**src/rtl/pc_demux.sv**
```systemverilog
`default_nettype none
// ============================================================================
// Module   : pc_demux
// Brief    : Registered 1-to-2 demux for the PC datapath. in_sel chooses the
//            sink, and each sink owns a one-entry valid/ready output slot.
//            Per-port delivery counters are present when DEMUX_STATS_EN is defined.
// Revision : 1.0  initial release
// ============================================================================
module pc_demux #(
  parameter int WIDTH = 6,
  parameter int CNT_W = 8
) (
  input  logic             clk,
  input  logic             reset,
  input  logic             in_valid,
  output logic             in_ready,
  input  logic [WIDTH-1:0] in_data,
  input  logic             in_sel,
  output logic             out0_valid,
  input  logic             out0_ready,
  output logic [WIDTH-1:0] out0_data,
`ifdef DEMUX_STATS_EN
  output logic [CNT_W-1:0] cnt0,
  output logic [CNT_W-1:0] cnt1,
`endif
  output logic             out1_valid,
  input  logic             out1_ready,
  output logic [WIDTH-1:0] out1_data
);

  typedef enum logic {
    ST_EMPTY = 1'b0,
    ST_FULL  = 1'b1
  } slot_state_e;

  slot_state_e      state_q [2];
  slot_state_e      state_d [2];
  logic [WIDTH-1:0] data_q  [2];
  logic [WIDTH-1:0] data_d  [2];

  logic [1:0] slot_valid;
  logic [1:0] slot_ready;
  logic [1:0] drain;
  logic [1:0] load;
  logic       accept;

  assign slot_valid = {state_q[1] == ST_FULL, state_q[0] == ST_FULL};
  assign slot_ready = {out1_ready, out0_ready};
  assign drain      = slot_valid & slot_ready;

  // A slot can take a new word when it is empty or emptying this cycle.
  assign in_ready = ~slot_valid[in_sel] | slot_ready[in_sel];
  assign accept   = in_valid & in_ready;
  assign load     = {accept & in_sel, accept & ~in_sel};

  always_comb begin
    for (int n = 0; n < 2; n++) begin
      state_d[n] = state_q[n];
      data_d[n]  = data_q[n];
      case (state_q[n])
        ST_EMPTY: if (load[n]) state_d[n] = ST_FULL;
        ST_FULL:  if (drain[n] && !load[n]) state_d[n] = ST_EMPTY;
        default:  state_d[n] = ST_EMPTY;
      endcase
      if (load[n]) data_d[n] = in_data;
    end
  end

  always_ff @(posedge clk or posedge reset) begin
    if (reset) begin
      for (int n = 0; n < 2; n++) begin
        state_q[n] <= ST_EMPTY;
        data_q[n]  <= '0;
      end
    end else begin
      for (int n = 0; n < 2; n++) begin
        state_q[n] <= state_d[n];
        data_q[n]  <= data_d[n];
      end
    end
  end

  assign out0_valid = slot_valid[0];
  assign out1_valid = slot_valid[1];
  assign out0_data  = data_q[0];
  assign out1_data  = data_q[1];

`ifdef DEMUX_STATS_EN
  logic [CNT_W-1:0] cnt_q [2];

  always_ff @(posedge clk or posedge reset) begin
    if (reset) begin
      for (int n = 0; n < 2; n++) cnt_q[n] <= '0;
    end else begin
      for (int n = 0; n < 2; n++) begin
        if (drain[n]) cnt_q[n] <= cnt_q[n] + CNT_W'(1);
      end
    end
  end

  assign cnt0 = cnt_q[0];
  assign cnt1 = cnt_q[1];
`else
  logic unused_cnt_w;
  assign unused_cnt_w = |CNT_W;
`endif

endmodule
`default_nettype wire

```
**config.mk**
```make
export PLATFORM = sky130hd
export DESIGN_NAME = pc_demux
export DESIGN_NICKNAME = d
export VERILOG_FILES = /design/src/rtl/pc_demux.sv
export SDC_FILE = /design/constraint.sdc
export NUM_CORES = 1
export LEC_CHECK = 0
export CORE_AREA = 2 2 39 41
export CTS_CLUSTER_SIZE = 20
export DETAILED_ROUTE_END_ITERATION = 8
export DIE_AREA = 0 0 41 43
export DONT_BUFFER_PORTS = 1
export PLACE_DENSITY_LB_ADDON = 0.12
export SYNTH_ARGS = -nofsm -noshare
export SYNTH_HDL_FRONTEND = slang
export SYNTH_SLANG_ARGS = --single-unit
```
**constraint.sdc**
```tcl
create_clock -name clk -period 1.1 [get_ports clk]
set_input_delay 0.165 -clock clk [delete_from_list [all_inputs] [get_ports clk]]
set_output_delay 0.165 -clock clk [all_outputs]
set_load 0.1 [all_outputs]
```
; After elaboration in Yosys (flattened, before gate mapping)
; Index checks and enable logic that the tools add are counted.
[totals]
regBits = 14
in_bits = 12
out_inout_bits = 15
elab_cells = 28
[op_classes]
order_cmp = 1
mux = 10
bitwise = 9
n_reduce_logical = 4
[op_table]
columns = cell, count
row1 = two-way mux 1 bit, 8
row2 = inverter 1 bit, 4
row3 = one-hot mux 1 bit (2 select lines), 2
row4 = AND 1 bit, 3
row5 = AND 2 bit, 1
row6 = logical AND 1 bit, 2
row7 = logical NOT 1 bit, 2
row8 = less-than comparator 1 x 2 -> 1 bit (second input constant), 1
row9 = OR 1 bit, 1

; Logic depth before layout (Yosys ltp)
[depth]
word_depth = 10
mapped_depth = 3
ltp_nobuf = 3

; Least setup slack after synthesis
; Ideal clock, no wire load.
[synth_timing]
path_kind = register to output
start = reg state_q, in the netlist out1_valid
end = out in_ready
arrival_ns = 2.515
required_ns = 0.935
path_slack_ns = -1.580
path_stages_with_launch = 3
n_path_buf = 0
cell_sequence = dfrtp_1 -> nor2b_4 -> a21oi_1
[synth_via]
elab_chain_len = 4
[synth_lines]
columns = element, line_no
row1 = "start, declared", 36  ; slot_state_e state_q [2];
row2 = "start signal, assigned by index", 77  ; state_q[n] <= state_d[n];
row3 = two-way mux 1 bit (implied by the code) (2 in a row), 52  ; assign in_ready = ~slot_valid[in_sel] | slot_ready[in_sel];
row4 = inverter 1 bit, 52
row5 = OR 1 bit, 52
row6 = "end, declared", 16  ; output logic in_ready,
; No other way between the ends. The select of a mux whose other input is x is not followed.

; Final worst setup path
; Ends and elaborated chain as after synthesis.

==> reports/metrics.yaml <==
outcome:
  violations: "negative setup slack"
  status: "finished with violations"
synthesis:
  synth-warning-count: 0
  syn_area_sq_um: 605.6
  async_reset_ff_frac: 1.000
  synth_ff_type: "dfrtp_1"
  syn_inst: 37
  ys_top_cells_by_count: "14 x dfrtp_1, 6 x mux2_2, 6 x mux2_4"
  synth_top_area_cell: "dfrtp_1"
  synth_edf_count: 0
  yosysMostFrequentCell: "dfrtp_1"
  yosysUniqueCellTypes: 13
  synth_nets: 49
  synth_area_per_cell_sq_um: 16.37
  yosys-top-cells-area: "dfrtp_1 58%, mux2_4 15%, mux2_2 11%, nand3b_4 3.3%, nor2_8 3.3%"
  yosysSeqAreaShare: 0.5785
  synth_top_cell_area_share: 0.5785
  synth-seq-cells: 14
die:
  chipWidth_um: 41
  rows: 14
  die_y_um: 43
  core_area_sq_um: 1384
  die-area_sq_um: 1763
  initial_core_util: 0.4376
  ios: 27
critical_path:
  endpoint_kind: "output port"
  critPathLaunchType: "flip-flop"
  cp_cell_sequence: "nor2b_4 > a21oi_4 > buf_12"
  criticalPathCategory: "flip-flop to output port"
  critPathRequiredTime_ps: 940
  cp_slowest_stage_delay_ps: 480
  crit_path_top_delay_cell: "dfrtp_4"
  cp.arrival_ps: 1210
  crit_buf_inv: 1
  cp_max_fo: 2
  cp_top_family: "flip-flops"
cells_and_area:
  fin_area_sq_um: 1044
  fin_nets: 75
  insertedDiodeCount: 0
  ff_latch_area_sq_um: 357.8
  multi_input_area_sq_um: 270.3
  drive_gt1_frac: 0.7258
  fillers: 81
  areaGrowthSynthToFinish_pct: 72.31
route:
  drtIter0Drc: 5
  drc: 0
  wl_um: 1190
  first_pass_iters: 4
  post_drt_wl_per_cell_um: 15.26
  ant_nets: 0
  viasPerCell: 4.949
  vias: 386
timing:
  setup_ws_ps: -277.6
  rsz0062_at_grt: "true"
  whs_ps: 12.57
  finalHoldViolCount: 0
  tightestPinTransition_ps: 509.1
  max_freq_ghz: 0.7259
  slew_viol_final: 0
  relSlewSlack: 0.6602
  finalCriticalPeriod_ps: 1378
  finalSetupViolations: 15
  timing.final.crit_share: 1.252
  clock_skew_ps: 3.077
grt:
  antenna_found_initial: 0
  grt_max_degree: 15
  track_usage: 0.1800
  grt_pass1_wl_um: 2063
  grt_remaining_overflow: 0
  grt_pass1_vias: 430
power_and_ir_drop:
  powerDensity_nw_per_um2: 2227
  p_total_uw: 2324
  leakagePower_uw: 0.0004893
  ir_drop_mv: 1.308
worst_hold_path:
  hp-class: "primary input to flip-flop"
cts:
  cts_tree: "built"
  clk_pin_slew_ps: 80
  cts_root_buf: "clkbuf_4"
  clk_latency_ps: 270
  clock-sinks: 14
  cts_buffers: 3
  htree_levels: 1
  cts_buffer_depth: 2
placed_design:
  place_congestion: 0.6063
  dp_hpwl_um: 917.8
  io_buffers: 0
  place_area_sq_um: 924.6
job:
  max_cap_viol_count: 0
==> cell families (layout without fill, tap and decap cells) <==
kind of cell / after synthesis / after routing / share of synthesized area
flip-flops: 14 / 14 / 0.5785
multiplexers: 12 / 12 / 0.2603
AND/OR/NAND/NOR: 7 / 7 / 0.1322
AO/OA/AOI/OAI: 2 / 2 / 0.01651
buffers and inverters: 2 / 27 / 0.01240
==> path summary, 6_finish.rpt <==
| check | start | to | slack, ps | depth (start not counted) |
|---|---|---|---|---|
| max | out1_valid | in_ready | -280 | 3 |
| min | in_sel | out0_valid | 10 | 1 |
| max reg2reg | out1_valid | out1_data[0] | -250 | 4 |
| min reg2reg | out0_data[4] | out0_data[4] | 580 | 1 |
| max in group asynchronous | reset | out0_valid | 360 | 2 |
| min in group asynchronous | reset | out1_data[2] | 350 | 2 |
==> per-stage QoR <==
| stage | cells | utilization | setup TNS (ps) | worst slack, ps |
|---|---|---|---|---|
| 6_report | 78 | 0.7541 | -2895 | -277.6 |
| 5_1_grt | 78 | 0.7541 | -3604 | -327.2 |
| 4_1_cts | 78 | 0.7495 | -2940 | -307.4 |
| 3_5_place_dp | 68 | 0.6682 | -833.4 | -120.5 |
| 3_3_place_gp | 68 | 0.6682 | -565.9 | -96.82 |
| 2_1_floorplan | 37 | - | -3093 | -435.0 |
==> layer usage <==
metal | routed length [um] | up-vias | global-route usage
met1 | 393 | 194 | 0.2125
met2 | 704 | 16 | 0.3094
li1 | - | 176 | -
met4 | 0 | 0 | 0.02000
met3 | 91 | 0 | 0.06283
met5 | 0 | - | 0
==> worst reg2reg max path, cell delays in order, from the launching register on <==
cell and delay (ps):
dfrtp_4 480, nor2b_4 140, buf_4 150, nor2_8 160
mux2_4 320
==> placed cells by master, fill, tap and decap left out <==
master / synthesis / final
dfrtp_1: 14 / 12
buf_12: 0 / 15
a21oi_4: 0 / 1
nor2_2: 0 / 1
or2b_1: 1 / 1
nor2b_4: 1 / 1
mux2_4: 6 / 7
nand2_2: 1 / 1
buf_6: 0 / 1
nor2_8: 1 / 1
clkbuf_8: 0 / 1
mux2_2: 6 / 5
clkbuf_4: 0 / 3
inv_1: 2 / 2
buf_4: 0 / 4
nand2b_4: 0 / 1
nand3b_4: 1 / 1
dfrtp_4: 0 / 2
dlygate4sd3_1: 0 / 1
o21ai_0: 1 / 1
==> state kept, by name (all words and copies together) (netlist names) <==
name        count
out0_valid      1
out1_valid      1
out0_data       6
out1_data       6
==> final cells by class <==
class	count	share of cell area
multi-input combinational	21	0.2590
timing repair buffer	21	0.3369
tap	16	0.01918
sequential	14	0.3429
inverter	2	0.007194
clock buffer	4	0.03477
==> power by group <==
part / total [uW] / leakage, uW / internal (uW) / switching [uW]
clock: 358 / 0.0000210 / 201 / 157
combinational: 1260 / 0.000305 / 479 / 786
sequential: 702 / 0.000163 / 606 / 96.1
==> what timing repair did <==
action	in CTS	in global routing
hold buffers	1	0
pin swaps	2	2
hold endpoints to repair	14	0
endpoints found under the setup margin	15	16
gates cloned	0	0
setup buffers	5	1
gates resized for setup	7	2
Power figures use the tool's default switching activity.
